`config.mk`:
```
export PLATFORM = sky130hd
export DESIGN_NAME = mux4_rr_arbiter
export DESIGN_NICKNAME = d
export VERILOG_FILES = /design/src/rtl/mux4_arb_pkg.sv /design/src/rtl/rr_pick4.sv /design/src/rtl/mux4_rr_arbiter.sv
export SDC_FILE = /design/constraint.sdc
export NUM_CORES = 1
export LEC_CHECK = 0
export BUFFER_PORTS_ARGS = -buffer_cell sky130_fd_sc_hd__buf_2
export CORE_MARGIN = 5
export CORE_UTILIZATION = 53
export CTS_BUF_LIST = sky130_fd_sc_hd__clkbuf_16
export DETAILED_ROUTE_END_ITERATION = 8
export PLACE_DENSITY = 0.84
export SYNTH_ARGS = -nofsm -noshare
export SYNTH_HDL_FRONTEND = slang
export SYNTH_SLANG_ARGS = --single-unit
```
`constraint.sdc`:
```
create_clock -name clk -period 2.6 [get_ports clk]
set_input_delay 0.13 -clock clk [delete_from_list [all_inputs] [get_ports clk]]
set_output_delay 0.13 -clock clk [all_outputs]
set_load 0.005 [all_outputs]
```
`src/rtl/mux4_arb_pkg.sv`:
```
// Shared encodings and widths for the 4-way round-robin mux arbiter.
// Holds the FSM state type, index/count widths and a one-hot helper.
package mux4_arb_pkg;

  localparam int NREQ  = 4;
  localparam int IDX_W = 2;
  localparam int CNT_W = 4;

  typedef enum logic {
    ST_IDLE  = 1'b0,
    ST_GRANT = 1'b1
  } state_t;

  function automatic logic [NREQ-1:0] onehot4(input logic [IDX_W-1:0] idx);
    return 4'b0001 << idx;
  endfunction

endpackage

```
`src/rtl/rr_pick4.sv`:
```
// Combinational round-robin picker: first set req bit scanning from ptr upward
// with wrap. idx is only meaningful when any=1.
module rr_pick4
  import mux4_arb_pkg::*;
(
  input  logic [NREQ-1:0]  req,
  input  logic [IDX_W-1:0] ptr,
  output logic [IDX_W-1:0] idx,
  output logic             any
);

  logic             w_found;
  logic [IDX_W-1:0] w_cand;

  always_comb begin
    idx     = ptr;
    w_found = 1'b0;
    w_cand  = ptr;
    for (int i = 0; i < NREQ; i++) begin
      w_cand = ptr + IDX_W'(i);
      if (!w_found && req[w_cand]) begin
        idx     = w_cand;
        w_found = 1'b1;
      end
    end
  end

  assign any = |req;

endmodule

```
`src/rtl/mux4_rr_arbiter.sv`:
```
// Round-robin arbiter driving the select of a 4-to-1 mux. A grant lasts while its
// request stays up, capped at MAX_HOLD cycles; release re-arbitrates with no gap.
// Handshake: valid=1 means grant/sel name the requester whose mux input is live;
// there is no backpressure, a requester simply holds req until it sees its grant.
module mux4_rr_arbiter
  import mux4_arb_pkg::*;
#(
  parameter int MAX_HOLD = 4
)
(
  input  logic             clk,
  input  logic             reset,
  input  logic [NREQ-1:0]  req,
  output logic [NREQ-1:0]  grant,
  output logic [IDX_W-1:0] sel,
  output logic             valid,
  output state_t           o_dbg_state
);

  localparam logic [CNT_W-1:0] HOLD_LAST = CNT_W'(MAX_HOLD - 1);

  state_t           r_state, w_state_nxt;
  logic [NREQ-1:0]  r_grant, w_grant_nxt;
  logic [IDX_W-1:0] r_sel, w_sel_nxt;
  logic             r_valid, w_valid_nxt;
  logic [IDX_W-1:0] r_ptr, w_ptr_nxt;
  logic [CNT_W-1:0] r_count, w_count_nxt;

  logic             w_release;
  logic [IDX_W-1:0] w_pick_ptr;
  logic [IDX_W-1:0] w_pick_idx;
  logic             w_pick_any;

  // Drop of the held request and hold expiry collapse into one release event,
  // so the pointer advances exactly once.
  assign w_release  = (r_state == ST_GRANT) && (!req[r_sel] || (r_count == HOLD_LAST));
  assign w_pick_ptr = w_release ? r_sel + 2'd1 : r_ptr;

  rr_pick4 u_pick (
    .req (req),
    .ptr (w_pick_ptr),
    .idx (w_pick_idx),
    .any (w_pick_any)
  );

  always_ff @(posedge clk) begin
    if (reset) begin
      r_state <= ST_IDLE;
      r_grant <= '0;
      r_sel   <= '0;
      r_valid <= 1'b0;
      r_ptr   <= '0;
      r_count <= '0;
    end else begin
      r_state <= w_state_nxt;
      r_grant <= w_grant_nxt;
      r_sel   <= w_sel_nxt;
      r_valid <= w_valid_nxt;
      r_ptr   <= w_ptr_nxt;
      r_count <= w_count_nxt;
    end
  end

  always_comb begin
    w_state_nxt = r_state;
    w_grant_nxt = r_grant;
    w_sel_nxt   = r_sel;
    w_valid_nxt = r_valid;
    w_ptr_nxt   = r_ptr;
    w_count_nxt = r_count;
    case (r_state)
      ST_IDLE: begin
        if (w_pick_any) begin
          w_state_nxt = ST_GRANT;
          w_grant_nxt = onehot4(w_pick_idx);
          w_sel_nxt   = w_pick_idx;
          w_valid_nxt = 1'b1;
          w_count_nxt = '0;
        end else begin
          w_grant_nxt = '0;
          w_valid_nxt = 1'b0;
        end
      end
      ST_GRANT: begin
        if (w_release) begin
          w_ptr_nxt = w_pick_ptr;
          if (w_pick_any) begin
            w_grant_nxt = onehot4(w_pick_idx);
            w_sel_nxt   = w_pick_idx;
            w_valid_nxt = 1'b1;
            w_count_nxt = '0;
          end else begin
            w_state_nxt = ST_IDLE;
            w_grant_nxt = '0;
            w_valid_nxt = 1'b0;
            w_count_nxt = '0;
          end
        end else begin
          w_count_nxt = r_count + 4'd1;
        end
      end
      default: begin
        w_state_nxt = ST_IDLE;
        w_grant_nxt = '0;
        w_valid_nxt = 1'b0;
      end
    endcase
  end

  assign grant       = r_grant;
  assign sel         = r_sel;
  assign valid       = r_valid;
  assign o_dbg_state = r_state;

endmodule

```
After elaboration in Yosys (flattened, before gate mapping)
Cells that the tools add are included.
- bits in read-only memories: 0
- latch bits: 0
- register bits after elaboration: 14
- memories kept: 0
- logic and storage cells: 63
- RAM bits: 0
- output and inout bits: 8
- equal/unequal tests: 3
- multiply operators: 0
- bitwise operators: 1
- shift operators: 1
- magnitude comparators: 5
- muxes and demuxes: 31
- reductions and logical operators: 11
- div/mod/pow operators: 0
- $add $sub $neg: 5
- operators with widths (operator ; number):
    2-to-1 mux 4 bit ; 4
    case mux 4 bit (2 select lines) ; 2
    < comparator 2 x 3 -> 1 bit (second input constant) ; 5
    2-to-1 mux 2 bit ; 6
    2-to-1 mux 1 bit ; 11
    binary-select mux 1 bit (select 2 bit) ; 5
    adder 2 x 1 -> 2 bit (second input constant) ; 2
    adder 2 bit (second input constant) ; 2
    adder 4 x 1 -> 4 bit (second input constant) ; 1
    equality test 4 x 2 -> 1 bit (second input constant) ; 1
    logical AND 1 bit ; 4
    zero test 1 bit ; 4
    != test 2 x 1 -> 1 bit (second input constant) ; 2
    case mux 1 bit (2 select lines) ; 2
    case mux 2 bit (2 select lines) ; 1
    OR reduction 4 bit ; 1
    << shifter 1 x 2 -> 4 bit (first input constant) ; 1
    AND reduction 2 bit ; 1
    logical OR 1 bit ; 1
    NOT 1 bit ; 1

Depth between registers and ports, before layout
- depth after elaboration: 22
- depth in mapped cells: 8
- mapped depth without buffers: 7

By module
Synthesis repeated with hierarchy kept, for this count alone.
- cell total of the unflattened synthesis: 92
- area, all modules: 835.8 um^2
- by module, submodules not included (module ; cells an instance ; area each (um^2) ; times used ; seq. area each (um^2)):
    mux4_rr_arbiter ; 76 ; 739.5 ; 1 ; 280.3
    rr_pick4 ; 16 ; 96.3 ; 1 ; 0.0

Worst setup path after synthesis
OpenSTA, ideal clock, no wires.
- path kind: reg-to-reg
- start point: register r_count[0]
- end point: register r_grant[0] (netlist: grant[0])
- cell stages (with the launch flop): 8
- slack: 0.593 ns
- buffers on the path: 0
- required time: 2.540 ns
- arrival time: 1.947 ns
- cells stage by stage: dfxtp_1 > ha_1 > and4bb_1 > a21oi_1 > mux2_2 > a21oi_1 > a2bb2oi_1 > a32o_1
- cells in the longest elaborated chain, start to end: 20
- RTL lines (item ; line ; RTL):
    from (decl) ; mux4_rr_arbiter.sv:27 ; logic [CNT_W-1:0] r_count, w_count_nxt;
    from (signal assigned) ; mux4_rr_arbiter.sv:60 ; r_count <= w_count_nxt;
    equality test 4 x 2 -> 1 bit (*) ; mux4_rr_arbiter.sv:36 ; assign w_release = (r_state == ST_GRANT) && (!req[r_sel] || (r_count == HOLD_LAST));
    logical OR 1 bit (*) ; mux4_rr_arbiter.sv:36 ;
    logical AND 1 bit (*) ; mux4_rr_arbiter.sv:36 ;
    parallel branches: the longest is 17 deep, another holds adder 2 x 1 -> 2 bit ; n/a ;
    to (signal assigned) ; mux4_rr_arbiter.sv:56 ; r_grant <= w_grant_nxt;
    to (decl) ; mux4_rr_arbiter.sv:23 ; logic [NREQ-1:0] r_grant, w_grant_nxt;
Mark *: on every way between the ends. The select of a mux whose other input is x is not followed.
A chain may end at the register's enable or synchronous reset.

Worst setup path in the final report
- start point: register r_sel[0] (netlist: sel[0])
- end point: register r_grant[3] (netlist: grant[3])
- cells in the longest elaborated chain, start to end: 22
- RTL lines (item ; line ; RTL):
    from (decl) ; mux4_rr_arbiter.sv:24 ; logic [IDX_W-1:0] r_sel, w_sel_nxt;
    from (signal assigned) ; mux4_rr_arbiter.sv:57 ; r_sel <= w_sel_nxt;
    parallel branches: the longest is 22 deep, another holds adder 2 x 1 -> 2 bit ; n/a ;
Parallel ways; which one is timed is not known. The select of a mux whose other input is x is not followed.

==> flow_summary.yaml <==
global_routing:
  overflow: 0
  grt.total_usage_pct: 15.7
  grt_first_pass_wirelength_um: 3120
  first_global_vias: 723
  grt_max_degree: 12
  antenna_found_initial: 0
critical_path:
  critPathMaxFanout: 10
  cp.required_ps: 2750
  arrival_ps: 2450
  r2r-start: "sel[0]"
  ff2ff_setup_slack_ps: 290
  rr_endpoint: "grant[3]"
  crit_type: "register to register"
  r2r_cells: 6
  start_kind: "register"
  cp-end-kind: "register"
floorplanning:
  coreArea_mm2: 0.00147
  die_area_mm2: 0.00239
  top_level_ports: 14
  fp.dieW_um: 48.9
  die_h_um: 48.9
  initial_utilization_pct: 54.5
  num_rows: 14
cts:
  cts.sinks: 14
  cts.clk_slew.worst_paths_ps: 50
  htreeDepth: 1
  cts_buffers: 3
  ctsResizeCount: 0
  post_cts_buffers: 0
  cts-hold-fix-buffers: 0
  root_buffer: "clkbuf_16"
  tritoncts: "built"
  clock_latency_ps: 240
  clockBufferDepth: 2
detailed_routing:
  wire_per_inst_um: 15.0
  drc_errors: 0
  vias: 743
  ant_nets: 0
  drtPass1Iterations: 2
  wirelength_um: 1820
  drt_iter0_drc: 12
  vias_per_cell: 6.14
synth:
  yosys_warnings: 0
  synth_cells: 93
  synth_area_leaders: "dfxtp_1 35%, nor2_1 6.6%, a21oi_1 4.4%"
  synth_area_per_cell_um2: 8.62
  synth_edf_count: 0
  ys_ff_latch: 14
  synth-async-reset-ratio_pct: 0
  syn_area_um2: 802
  synthFlopType: "dfxtp_1"
  netlist.top_cell.by_area: "dfxtp_1"
  yosys.area.top_type_share_pct: 34.9
  synth_nets: 100
  synth.distinct_cells: 39
  ys_seq_area_share_pct: 34.9
sta:
  post-route-period-util_pct: 88.7
  setup_slack_ps: 295
  max_freq_mhz: 434
  setup_tns_ps: 0
  worst_pin_slew_ps: 435
  slew_headroom_pct: 70.7
  period_minus_slack_ps: 2310
  finalSetupViolCount: 0
  clock_skew_ps: 2.04
  slew_violations: 0
  hold_viol_final: 0
  rsz0062_at_grt: "no"
hold_path:
  hold_path.class: "input port to register"
  min-delay-start: "reset"
  hold_end: "r_count[3]"
  worstHoldPathCells: 2
job:
  maxCapViolCount: 0
pwr:
  ir_worst_vdd_mv: 0.461
  power.density_mw_per_mm2: 818
  p_leak_nw: 0.405
outcome:
  status: "finished clean"
placed_design:
  routabilityCongestion: 0.923
  numPortBuffers: 13
  dp_hpwl_um: 1300
  place_ws_ps: 341
final_layout:
  mostFrequentLayoutCells: "14 x nor2_1, 14 x dfxtp_1, 13 x buf_2"
  fillers: 140
  area_growth_pct: 17.0
  final_nets: 113
  num_antenna_cells: 0
  drive_gt1_share_pct: 21.0
==> worst max-delay path: stages (launching register included) <==
cell and delay [ps]:
dfxtp_1 580, mux2i_1 190, a221oi_2 300, mux2i_2 450, mux2i_1 290, a2bb2oi_1 130, o31ai_1 270
==> registers in the layout (all words and copies together), names as in the netlist <==
register	cells
grant	4
r_count	4
r_ptr	2
sel	2
o_dbg_state	1
valid	1
==> cells in the mapped netlist (all sizes together), types with 2 or more instances <==
cell type / instances
buf: 2
mux2i: 5
inv: 3
dfxtp: 14
nand3: 2
nor2: 14
nand2: 5
or3b: 3
a21oi: 7
clkbuf: 3
o21ai: 3
nor2b: 5
a211oi: 3
a32o: 2
and2: 2
o31ai: 2
==> area by class of cell <==
cell class                 instances  area [um2]  share of cell area, %
sequential                        14         280                   29.9
inverter                           3        11.3                   1.20
timing repair buffer              13        65.1                   6.93
tap                               16        20.0                   2.13
clock inverter                     1        3.75                  0.400
clock buffer                       3        75.1                   8.00
multi-input combinational         71         483                   51.5
==> how the worst max path moves through the flow <==
stage	from	to	slack, ps	depth (start not counted)
5_1_grt	sel[0]	grant[3]	110	6
3_5_place_dp	sel[0]	grant[3]	340	6
3_3_place_gp	r_count[0]	sel[1]	450	7
4_1_cts	sel[0]	grant[3]	330	6
6_report	sel[0]	grant[3]	290	6
2_1_floorplan	r_count[0]	grant[0]	590	7
==> metrics by stage <==
step / cells / util [%] / total power, mW / instance area (um2) / hold slack, ps
final: 121 / 63.8 / 0.768 / 938 / 191
after detailed placement: 117 / 58.4 / 0.477 / 860 / 441
after floorplan: 93 / - / 0.428 / 802 / 370
after CTS: 121 / 63.8 / 0.772 / 938 / 186
after global routing: 121 / 63.8 / 0.812 / 938 / 199
after global placement: 117 / 58.4 / 0.467 / 860 / 442
==> where the power goes <==
group          switching [mW]  total, mW  internal, mW
registers              0.0332      0.277         0.244
clock network          0.0879      0.291         0.203
logic                   0.109      0.200        0.0914
total                   0.230      0.768         0.538
==> kinds of logic after synthesis <==
family	Yosys count	synth area share [%]
buf+inv	8	4.84
compound gates	24	22.0
flops	14	34.9
xor+xnor	1	1.09
simple gates	39	27.0
mux	6	8.58
fa+ha+maj	1	1.56
==> per-layer routing <==
| layer | track usage, % | wire length [um] | up-vias |
|---|---|---|---|
| met5 | 0 | 0 | - |
| met4 | 6.73 | 23 | 0 |
| met3 | 3.67 | 68 | 4 |
| met2 | 25.7 | 856 | 17 |
| met1 | 19.6 | 867 | 360 |
| li1 | - | - | 362 |
Note: power is estimated with default switching activity, not from simulation.
